<file path="config.mk">
export PLATFORM = sky130hd
export DESIGN_NAME = logic_unit_sequencer
export DESIGN_NICKNAME = d
export VERILOG_FILES = /design/src/rtl/logic_unit_sequencer.sv
export SDC_FILE = /design/constraint.sdc
export NUM_CORES = 1
export LEC_CHECK = 0
export ABC_AREA = 1
export BUFFER_PORTS_ARGS = -buffer_cell sky130_fd_sc_hd__clkbuf_2
export CORE_ASPECT_RATIO = 0.7
export CORE_MARGIN = 1
export CORE_UTILIZATION = 45
export DETAILED_ROUTE_END_ITERATION = 6
export GPL_TIMING_DRIVEN = 0
export PLACE_DENSITY = 0.83
export SYNTH_ARGS = -nofsm -noshare
export SYNTH_HDL_FRONTEND = slang
export SYNTH_SLANG_ARGS = --single-unit
</file>
<file path="constraint.sdc">
create_clock -name clk -period 3.06 [get_ports clk]
set_input_delay 0.459 -clock clk [delete_from_list [all_inputs] [get_ports clk]]
set_output_delay 0.459 -clock clk [all_outputs]
set_load 0.02 [all_outputs]
</file>
<file path="src/rtl/logic_unit_sequencer.sv">
// logic_unit_sequencer: runs one logic_unit operation per start/done handshake.
// It latches the operands, steps through the phases the op class needs, and
// then holds the captured result and status until the next capture.
//
//   state  | meaning
//   -------+-------------------------------------------------------------
//   S_IDLE | waiting for start; operand and result registers hold
//   S_EXEC | ALUOp/COUNTER driven, phase advances once per cycle
//   S_DONE | one-cycle done pulse; a start here is accepted as in S_IDLE
module logic_unit_sequencer #(
    parameter int SHIFT_PHASES = 3
) (
    input  logic        clk,
    input  logic        reset,
    input  logic        start,
    input  logic [3:0]  op,
    input  logic [31:0] a,
    input  logic [31:0] b,
    input  logic [4:0]  shamt,
    input  logic        flush,
    input  logic [31:0] ALUOut,
    input  logic        OVERFLOW,
    input  logic        ZERO,
    input  logic        Update_UC,
    output logic [31:0] ALUSrcA,
    output logic [31:0] ALUSrcB,
    output logic [4:0]  SHAMT,
    output logic [3:0]  ALUOp,
    output logic [1:0]  COUNTER,
    output logic        busy,
    output logic        done,
    output logic [31:0] result,
    output logic        ovf,
    output logic        zero,
    output logic        take,
    output logic        err
);

    typedef enum logic [1:0] {
        S_IDLE = 2'd0,
        S_EXEC = 2'd1,
        S_DONE = 2'd2
    } state_t;

    localparam logic [1:0] SHIFT_LAST = 2'(SHIFT_PHASES - 1);

    state_t      state, state_nxt;
    logic [3:0]  op_q;
    logic [1:0]  phase;
    logic        accept;
    logic        op_illegal;
    logic        is_arith;
    logic        is_shift;
    logic        is_cmp;
    logic [1:0]  last_idx;
    logic        last_phase;

    // Op-class decode of the latched op and acceptance of a new request.
    always_comb begin
        is_arith   = ~op_q[3];
        is_shift   = (op_q[3:2] == 2'b10);
        is_cmp     = (op_q[3:2] == 2'b11) && (op_q != 4'hF);
        last_idx   = is_shift ? SHIFT_LAST : 2'd0;
        last_phase = (phase == last_idx);
        accept     = start && (state != S_EXEC);
        op_illegal = (op == 4'hF);
    end

    // State register.
    always_ff @(posedge clk or negedge reset) begin
        if (!reset) begin
            state <= S_IDLE;
        end else begin
            state <= state_nxt;
        end
    end

    // Next-state and handshake/drive outputs; flush wins over completion.
    always_comb begin
        state_nxt = state;
        ALUOp     = 4'd0;
        COUNTER   = 2'd0;
        busy      = 1'b0;
        done      = 1'b0;
        case (state)
            S_IDLE, S_DONE: begin
                done      = (state == S_DONE);
                state_nxt = S_IDLE;
                if (accept) begin
                    state_nxt = op_illegal ? S_DONE : S_EXEC;
                end
            end
            S_EXEC: begin
                busy    = 1'b1;
                ALUOp   = op_q;
                COUNTER = phase;
                if (flush) begin
                    state_nxt = S_IDLE;
                end else if (last_phase) begin
                    state_nxt = S_DONE;
                end
            end
            default: state_nxt = S_IDLE;
        endcase
    end

    // Operand latch, phase counter and result capture.
    always_ff @(posedge clk or negedge reset) begin
        if (!reset) begin
            ALUSrcA <= 32'd0;
            ALUSrcB <= 32'd0;
            SHAMT   <= 5'd0;
            op_q    <= 4'd0;
            phase   <= 2'd0;
            result  <= 32'd0;
            ovf     <= 1'b0;
            zero    <= 1'b0;
            take    <= 1'b0;
            err     <= 1'b0;
        end else if (accept) begin
            ALUSrcA <= a;
            ALUSrcB <= b;
            SHAMT   <= shamt;
            op_q    <= op;
            phase   <= 2'd0;
            err     <= op_illegal;
            if (op_illegal) begin
                result <= 32'd0;
                ovf    <= 1'b0;
                zero   <= 1'b0;
                take   <= 1'b0;
            end
        end else if (state == S_EXEC) begin
            if (flush) begin
                phase <= 2'd0;
            end else if (last_phase) begin
                phase  <= 2'd0;
                result <= ALUOut;
                ovf    <= is_arith & OVERFLOW;
                zero   <= ZERO;
                take   <= is_cmp & Update_UC;
            end else begin
                phase <= phase + 2'd1;
            end
        end
    end

endmodule

</file>
==> flow_metrics.py, run 1 <==
metrics = {
    "detailed_routing": {
        "vias": 4133,
        "finalWirelength_um": 11700,
        "viasPerCell": 4.61,
        "drc": 0,
        "drtIter0Drc": 190,
        "firstDrtPassIters": 5,
        "wl_per_cell_um": 13.0,
        "drtAntennaViolNets": 0,
    },
    "global_route": {
        "grt_use_total_pct": 23.0,
        "antenna_found_initial": 0,
        "grt_pass1_wl_um": 18400,
        "grt_pass1_vias": 3970,
        "grt_overflow": 0,
        "grt_max_degree": 114,
    },
    "yosys": {
        "synth_warnings": 0,
        "synth-compound-area-share_pct": 0.771,
        "synthSimpleGateAreaFrac_pct": 32.1,
        "synthXorXnorAreaFrac_pct": 0.193,
        "syn_avg_cell_area_um2": 8.88,
        "synth_mux_area_share_pct": 0,
        "syn_area_um2": 4550,
        "yosys.cell_types.count": 21,
        "synth_fp_nets": 624,
        "postSynthCellCount": 512,
        "ys_ff_latch": 113,
        "synthAdderAreaFrac_pct": 0,
        "ys_seq_area_share_pct": 62.2,
        "synth_top_family_by_area": "simple AND/OR/NAND/NOR gates",
    },
    "die": {
        "coreArea_um2": 9760,
        "die_y_um": 86.1,
        "die_area_um2": 10500,
        "fp-row-count": 30,
        "fp.dieW_um": 122,
        "initial_core_util_pct": 46.6,
        "pin_count": 225,
    },
    "timing": {
        "slew_viol_final": 0,
        "skew_ns": 0.00899,
        "setup_viol_count_final": 0,
        "rsz0062_at_grt": "false",
        "fin_crit_sh_pct": 67.0,
        "relSlewSlack_pct": 41.9,
        "fin_crit_ns": 2.05,
        "tns_ns": 0,
        "fmax_mhz": 488,
        "worst_pin_slew_ns": 0.871,
        "final.setup.worst_slack_ns": 1.01,
        "hold_violations": 0,
    },
    "clock_tree": {
        "hold_buffers": 0,
        "ctsResizeCount": 0,
        "cts_setup_buffers": 0,
        "clk_latency_ns": 0.40,
        "cts_sinks": 113,
        "cts_tree": "yes",
        "path_clk_slew_ns": 0.05,
        "cts_buffers": 17,
        "root_buffer": "clkbuf_16",
        "cts_buffer_depth": 2,
        "ctsHtreeMaxLevel": 4,
    },
    "critical_path": {
        "crit_path_max_fanout": 7,
        "path_class": "reg -> out",
        "crit_arrival_ns": 1.59,
        "required_ns": 2.60,
        "endpoint_kind": "output port",
        "startpoint_type": "register",
    },
    "placed_design": {
        "dpl_worst_slack_ns": 1.42,
        "routabilityCongestion": 0.740,
        "hpwl_um": 8760,
        "port_buffers": 224,
    },
    "pwr": {
        "leakagePower_nw": 3.81,
        "ir_worst_vdd_uv": 501,
        "power_density_nw_per_um2": 853,
    },
    "layout": {
        "syn_to_final_growth_pct": 40.7,
        "drive_gt1_share_pct": 37.4,
        "n_fill_cell": 826,
        "nets": 867,
        "n_antenna_cell": 0,
        "fin_util_pct": 65.5,
    },
    "worst_hold_path": {
        "hp-class": "in -> async",
    },
    "job": {
        "drv_cap": 0,
    },
    "status": {
        "outcome": "complete, no violations",
    },
}
==> through the flow <==
step / instance area [um2] / power [mW] / instances / hold slack [ns]
5_1_grt: 6390 / 5.74 / 896 / 0.253
3_5_place_dp: 5840 / 3.67 / 864 / 0.457
4_1_cts: 6390 / 5.50 / 896 / 0.220
3_3_place_gp: 5830 / 3.61 / 864 / 0.452
2_1_floorplan: 4550 / 3.03 / 512 / 0.163
6_report: 6390 / 5.46 / 896 / 0.175
==> cells in the final DEF (no fill, tap or decap), drive strengths merged <==
| cell type | count |
|---|---|
| xor2 | 1 |
| nand2 | 298 |
| nor3 | 1 |
| nor2 | 13 |
| o31ai | 1 |
| clkbuf | 251 |
| nand4 | 1 |
| clkinvlp | 3 |
| bufinv | 1 |
| dfrtp | 113 |
| buf | 18 |
| o21ai | 4 |
| clkinv | 7 |
| inv | 15 |
| o21a | 1 |
| nand3 | 40 |
==> flip-flops by register name (all words and copies together) (netlist names), 2 cells and up <==
register,flops
SHAMT,5
ALUSrcA,32
state,2
result,32
phase,2
op_q,4
ALUSrcB,32
==> routing by layer <==
layer  routed length [um]  up-vias  GRT usage (%)
met5                    0        -              0
met4                  158        0           8.43
met1                 4980     1896           27.7
met2                 5700      167           39.0
li1                     -     2055              -
met3                  842       15           6.91
==> where the power goes <==
part	internal, mW	switching (mW)
Sequential	1.88	0.222
Clock	1.17	0.646
Combinational	0.513	1.03
==> worst paths after layout <==
kind / start / end / slack [ns] / cells after the start
max in group asynchronous: reset / zero$_DFFE_PN0P_ / 2.27 / 1
worst max-delay path: state[0]$_DFFE_PN0P_ / ALUOp[3] / 1.01 / 5
worst min-delay path: reset / ALUSrcB[2]$_DFFE_PN0P_ / 0.18 / 1
min in group clk: b[22] / ALUSrcB[22]$_DFFE_PN0P_ / 0.26 / 3
worst max register to register: state[0]$_DFFE_PN0P_ / ALUSrcA[5]$_DFFE_PN0P_ / 1.59 / 6
worst min register to register: ALUSrcB[28]$_DFFE_PN0P_ / ALUSrcB[28]$_DFFE_PN0P_ / 0.47 / 2
==> layout make-up <==
| cell class | instances | area (um2) | share of cell area, % |
|---|---|---|---|
| buffer | 24 | 159 | 2.49 |
| clock buffer | 21 | 470 | 7.36 |
| clock inverter | 11 | 87.6 | 1.37 |
| inverter | 15 | 56.3 | 0.881 |
| multi-input combinational | 360 | 1500 | 23.5 |
| sequential | 113 | 2830 | 44.2 |
| tap | 128 | 160 | 2.50 |
| timing repair buffer | 224 | 1130 | 17.7 |
==> worst max-delay path, cell delays in order, from the launching register on <==
cell and delay [ns]:
dfrtp_1 0.41, inv_2 0.07, nor2_4 0.18, inv_1 0.17, nor2_1 0.17, clkbuf_2 0.20
==> cells by family (layout without fill, tap and decap cells) <==
kind of cell           count (synthesis)  after routing
buffers and inverters                 39            295
AO/OA/AOI/OAI                          6              6
AND/OR/NAND/NOR                      353            353
flip-flops                           113            113
XOR/XNOR                               1              1
==> Yosys cell counts <==
library cell,number,area share [%]
inv_1,11,0.91
buf_4,11,1.8
nand2_4,1,0.25
nor2_8,1,0.44
o21a_1,1,0.17
nand4_1,1,0.14
clkbuf_1,6,0.50
nor3_1,1,0.11
buf_2,4,0.44
o31ai_1,1,0.17
nor2_1,10,0.83
buf_6,3,0.74
nand3_1,35,3.9
nand2_1,296,24
nand3_2,5,1.1
nand2_8,1,0.44
xor2_1,1,0.19
nor2_4,2,0.50
o21ai_0,4,0.44
dfrtp_1,113,62
inv_2,4,0.33
No activity file was read; power rests on OpenSTA's default activity.
==> run 2: changes to the inputs <==
Settings changed: CORE_UTILIZATION 45 to 41, PLACE_DENSITY 0.83 to 0.8.
Clock period 3.06 ns to 1.85 ns, I/O delays scaled along.
==> run 2 against run 1 <==
  * The flow now finishes with violations (negative hold slack)
  * Worst hold slack worse by 0.19 ns
  * Via count up 0.19%
  * Utilization fell by 4.3 points
  * Non-clock buffer count increased by 1
  * Final area grew 0.94%
  * Count of clock-buffer cells in the layout fell by 1
  * Sequential share of layout area is 0.41 points lower
  * Worst setup slack lost 0.82 ns
  * Flip-flop and latch count stayed put
  * Total power up 69%
  * Cell count grew 2.2%
  * Critical path type unchanged
  * Largest cell class unchanged
==> flow_metrics.py, run 2 (synthesis gave the netlist of run 1 again) <==
metrics = {
    "status": {
        "outcome": "complete, but fails checks",
        "violations": "negative hold slack",
    },
    "clock_tree": {
        "cts_sinks": 113,
        "root_buffer": "clkbuf_16",
        "cts_buffers": 17,
        "cts_tree": "yes",
        "path_clk_slew_ns": 0.05,
        "clk_latency_ns": 0.40,
        "ctsHtreeMaxLevel": 4,
        "cts_buffer_depth": 2,
    },
    "detailed_routing": {
        "firstDrtPassIters": 4,
        "viasPerCell": 4.52,
        "wl_met2_um": 5210,
        "finalWirelength_um": 11600,
        "drtAntennaViolNets": 0,
        "met3WireLength_um": 1040,
        "drc": 0,
        "wl_per_cell_um": 12.7,
        "vias": 4141,
        "drtIter0Drc": 117,
        "wl_met1_um": 5280,
        "top_layer": "met4",
    },
    "placed_design": {
        "place_inst": 884,
        "hpwl_um": 8540,
        "routabilityCongestion": 0.781,
        "port_buffers": 224,
    },
    "critical_path": {
        "worst_path_most_repeated_cell": "inv_2",
        "required_ns": 1.57,
        "endpoint_kind": "output port",
        "crit_path_max_fanout": 7,
        "critical_path.max_stage_delay_ns": 0.41,
        "r2r-end": "ALUSrcA[3]$_DFFE_PN0P_",
        "cp_num_buf_inv": 3,
        "crit_chain": "inv_2 > nor2_4 > inv_2 > nor2_1 > clkbuf_2",
        "path_class": "reg -> out",
        "crit_arrival_ns": 1.39,
        "r2r-start": "state[0]$_DFFE_PN0P_",
        "slowest_stage": "dfrtp_1",
        "r2r_setup_slack_ns": 0.24,
        "crit_family": "flip-flops",
        "startpoint_type": "register",
        "reg2regPathDepth": 7,
    },
    "timing": {
        "fin_crit_ns": 1.66,
        "finalHoldWorstSlack_ns": -0.0110,
        "setup_viol_count_final": 0,
        "hold_violations": 6,
        "relSlewSlack_pct": 42.0,
        "rsz0062_at_grt": "false",
        "slew_viol_final": 0,
        "skew_ns": 0.00736,
        "fin_crit_sh_pct": 89.9,
        "fmax_mhz": 601,
        "worst_pin_slew_ns": 0.871,
    },
    "die": {
        "coreArea_um2": 10600,
        "fp.dieW_um": 128,
        "pin_count": 225,
        "die_y_um": 90.1,
        "fp-row-count": 31,
        "initial_core_util_pct": 43.1,
        "die_area_um2": 11500,
    },
    "job": {
        "drv_cap": 0,
    },
    "global_route": {
        "grt_use_total_pct": 21.0,
        "grt_overflow": 0,
        "grt_pass1_wl_um": 19000,
        "antenna_found_initial": 0,
        "grt_pass1_vias": 4057,
        "grt_max_degree": 114,
    },
    "pwr": {
        "ir_worst_vdd_uv": 604,
        "power_density_nw_per_um2": 1430,
        "leakagePower_nw": 3.83,
    },
    "layout": {
        "layout_common_cells": "nand2_1, clkbuf_2, dfrtp_1, nand3_1, clkbuf_16",
        "drive_gt1_share_pct": 37.4,
        "fin_util_pct": 61.2,
        "final_cells": 916,
        "reg_top3": "ALUSrcA x32, ALUSrcB x32, result x32",
        "layout_commonest_cell": "nand2_1",
        "syn_to_final_growth_pct": 42.0,
        "nets": 868,
        "n_antenna_cell": 0,
    },
    "worst_hold_path": {
        "hp-class": "in -> async",
    },
}
-- run 2: cell count changes in the layout (fill, tap and decap cells not counted), sizes merged --
cell,delta
buf,+1
bufinv,+2
clkbuf,-1
clkinv,-1
clkinvlp,-1
-- run 2: worst max path at each step --
stage,depth (start not counted),from,slack [ns],endpoint
global route,5,state[0]$_DFFE_PN0P_,0.06,ALUOp[1]
floorplan,4,state[0]$_DFFE_PN0P_,0.43,ALUOp[0]
finish,5,state[0]$_DFFE_PN0P_,0.19,ALUOp[0]
detailed placement,6,state[0]$_DFFE_PN0P_,0.36,ALUSrcA[3]$_DFFE_PN0P_
global placement,1,reset,-1.06,SHAMT[4]$_DFFE_PN0P_
CTS,5,state[0]$_DFFE_PN0P_,0.12,ALUOp[1]
-- run 2: layer usage --
metal  up-vias  global-route usage (%)
met5         -                       0
met4         0                    5.98
met3         8                    7.56
met2       171                    33.7
met1      1896                    26.7
li1       2066                       -
-- run 2: per-stage QoR --
step                      hold WS (ns)  TNS, ns  area, um2  total power, mW  setup slack (ns)
after global placement           0.453  -118.66       5850             6.00             -1.06
after floorplan                -0.0181        0       4550             5.01             0.426
final                          -0.0110        0       6450             9.23             0.186
after global routing            0.0647        0       6450             9.75            0.0622
after CTS                       0.0340        0       6450             9.34             0.122
after detailed placement         0.459        0       5860             6.08             0.358
-- run 2: repair_timing --
action	in CTS	in global routing
buffers inserted	1	0
hold buffers	0	0
gates resized for setup	1	0
hold endpoints to repair	0	0
setup endpoints to repair	4	0
-- run 2: area by class of cell --
class,instances,area [um2]
plain buffers,24,159
clock buffers,20,447
clock inverters,11,139
fillers,931,4100
inverters,15,56.3
multi-input cells,360,1500
flip-flops and latches,113,2830
well taps,148,185
repair buffers,225,1140
-- run 2: where the power goes --
group	switching [mW]	internal (mW)
Combinational	1.70	0.853
Sequential	0.370	3.11
Clock	1.07	2.13
==> run 3: changes to the inputs <==
Settings changed: CORE_UTILIZATION 41 to 45, PLACE_DENSITY 0.8 to 0.83.
Clock period 1.85 ns to 1.95 ns, I/O delays scaled along.
==> run 3 against run 2 <==
  * The flow now finishes without violations
  * Total power decreased by 7.2%
  * Routed wire length increased by 0.54%
  * First-iteration DRC count increased by 62%
  * Worst setup slack got worse by 0.052 ns
  * Via count decreased by 0.36%
  * Global-route usage increased by 2.0 points
  * Cell count decreased by 2.2%
  * Sequential share of layout area increased by 0.41 points
  * Largest cell class unchanged
  * Largest power group unchanged
==> flow_metrics.py, run 3 (synthesis gave the netlist of run 1 again) <==
metrics = {
    "pwr": {
        "p_int_mw": 5.58,
        "power.clock.fraction_pct": 33.2,
        "p_sw_mw": 2.98,
        "power_density_nw_per_um2": 1340,
        "swShare_pct": 34.8,
        "pwr-share-comb_pct": 28.3,
        "seqPwrFrac_pct": 38.5,
        "ir_worst_vdd_uv": 787,
        "leakagePower_nw": 3.81,
    },
    "detailed_routing": {
        "viasPerCell": 4.60,
        "vias": 4126,
        "wl_per_cell_um": 13.0,
        "drc": 0,
        "firstDrtPassIters": 4,
        "drtIter0Drc": 190,
        "finalWirelength_um": 11700,
        "drtAntennaViolNets": 0,
    },
    "worst_hold_path": {
        "hp-class": "in -> async",
    },
    "critical_path": {
        "r2r-start": "state[0]$_DFFE_PN0P_",
        "crit_path_max_fanout": 7,
        "crit_arrival_ns": 1.52,
        "r2r_setup_slack_ns": 0.48,
        "required_ns": 1.66,
        "r2r-end": "ALUSrcA[5]$_DFFE_PN0P_",
        "path_class": "reg -> out",
        "reg2regPathDepth": 6,
        "crit_end": "ALUOp[3]",
        "endpoint_kind": "output port",
        "crit_start": "state[0]$_DFFE_PN0P_",
        "startpoint_type": "register",
    },
    "placed_design": {
        "routabilityCongestion": 0.740,
        "hpwl_um": 8760,
        "port_buffers": 224,
        "place_inst": 864,
        "post_dp_cell_area_um2": 5840,
    },
    "die": {
        "pin_count": 225,
        "fp.dieW_um": 122,
        "initial_core_util_pct": 46.6,
        "die_y_um": 86.1,
        "die_area_um2": 10500,
        "fp-row-count": 30,
        "coreArea_um2": 9760,
    },
    "clock_tree": {
        "cts_buffers": 17,
        "cts_sinks": 113,
        "hold_buffers": 0,
        "clk_latency_ns": 0.40,
        "ctsResizeCount": 0,
        "path_clk_slew_ns": 0.05,
        "cts_tree": "yes",
        "cts_setup_buffers": 0,
        "root_buffer": "clkbuf_16",
        "cts_buffer_depth": 2,
        "ctsHtreeMaxLevel": 4,
    },
    "layout": {
        "n_fill_cell": 826,
        "layout_commonest_cell": "nand2_1",
        "layout_common_cells": "nand2_1, clkbuf_2, dfrtp_1, nand3_1, clkbuf_16",
        "syn_to_final_growth_pct": 40.7,
        "final_cells": 896,
        "drive_gt1_share_pct": 37.5,
        "n_antenna_cell": 0,
        "nets": 867,
        "reg_top3": "ALUSrcA x32, ALUSrcB x32, result x32",
        "multi_input_area_um2": 1500,
        "final_area_um2": 6390,
        "seqCellArea_um2": 2830,
    },
    "timing": {
        "fin_crit_ns": 1.82,
        "skew_ns": 0.00899,
        "slew_viol_final": 0,
        "fin_crit_sh_pct": 93.1,
        "fmax_mhz": 551,
        "hold_violations": 0,
        "tns_ns": 0,
        "setup_viol_count_final": 0,
        "rsz0062_at_grt": "false",
        "relSlewSlack_pct": 42.0,
        "worst_pin_slew_ns": 0.871,
    },
    "global_route": {
        "antenna_found_initial": 0,
        "grt_max_degree": 114,
        "grt_overflow": 0,
        "grt_use_total_pct": 23.0,
        "grt_pass1_wl_um": 18400,
        "grt_pass1_vias": 3970,
    },
    "job": {
        "drv_cap": 0,
    },
    "status": {
        "outcome": "complete, no violations",
    },
}
run 3: cell types whose count changed in the layout (fill, tap and decap cells not counted):
cell        delta
clkbuf_1       -1
clkinvlp_4     +1
buf_4          -1
clkinv_4       -1
clkbuf_8       +2
bufinv_16      -2
clkinv_2       +2
run 3: metrics by stage:
stage,worst slack (ns),utilization (%),total power [mW],hold WS [ns]
after floorplan,0.511,-,4.75,-0.00309
after global placement,-0.915,59.7,5.66,0.452
after detailed placement,0.470,59.8,5.77,0.457
after CTS,0.0456,65.5,8.64,0.0531
after global routing,0.0529,65.5,9.01,0.0866
final,0.135,65.5,8.56,0.00884
run 3: layout make-up:
cell class	instances	share of cell area, %
plain buffers	24	2.49
clock buffers	21	7.36
clock inverters	11	1.37
inverters	15	0.881
multi-input cells	360	23.5
flip-flops and latches	113	44.2
well taps	128	2.50
repair buffers	224	17.7
run 3: worst min path at each step:
| stage | to | slack (ns) | depth (start not counted) |
|---|---|---|---|
| 2_1_floorplan | ALUSrcA[0]$_DFFE_PN0P_ | -0.003 | 0 |
| 3_3_place_gp | ALUSrcA[19]$_DFFE_PN0P_ | 0.45 | 2 |
| 3_5_place_dp | ALUSrcB[25]$_DFFE_PN0P_ | 0.46 | 2 |
| 4_1_cts | ALUSrcB[0]$_DFFE_PN0P_ | 0.05 | 1 |
| 5_1_grt | ALUSrcB[2]$_DFFE_PN0P_ | 0.09 | 1 |
| 6_report | ALUSrcB[2]$_DFFE_PN0P_ | 0.009 | 1 |
run 3: per-layer routing:
layer / GRT usage, % / wire (um)
met2: 39.0 / 5700
met1: 27.7 / 4990
met5: 0 / 0
met3: 6.91 / 821
met4: 8.43 / 158
run 3: power groups by stage:
stage / Sequential [mW] / Combinational, mW / Clock, mW
final: 3.29 / 2.42 / 2.85
after global routing: 3.36 / 2.66 / 2.99
after CTS: 3.29 / 2.45 / 2.89
after detailed placement: 3.32 / 2.45 / 0
after global placement: 3.28 / 2.38 / 0
after floorplan: 4.01 / 0.739 / 0
run 3: critical path, stage by stage, from the launching register on:
cell and delay, ns:
dfrtp_1 0.41, inv_2 0.07, nor2_4 0.19, inv_2 0.11, nor2_1 0.15, clkbuf_2 0.20
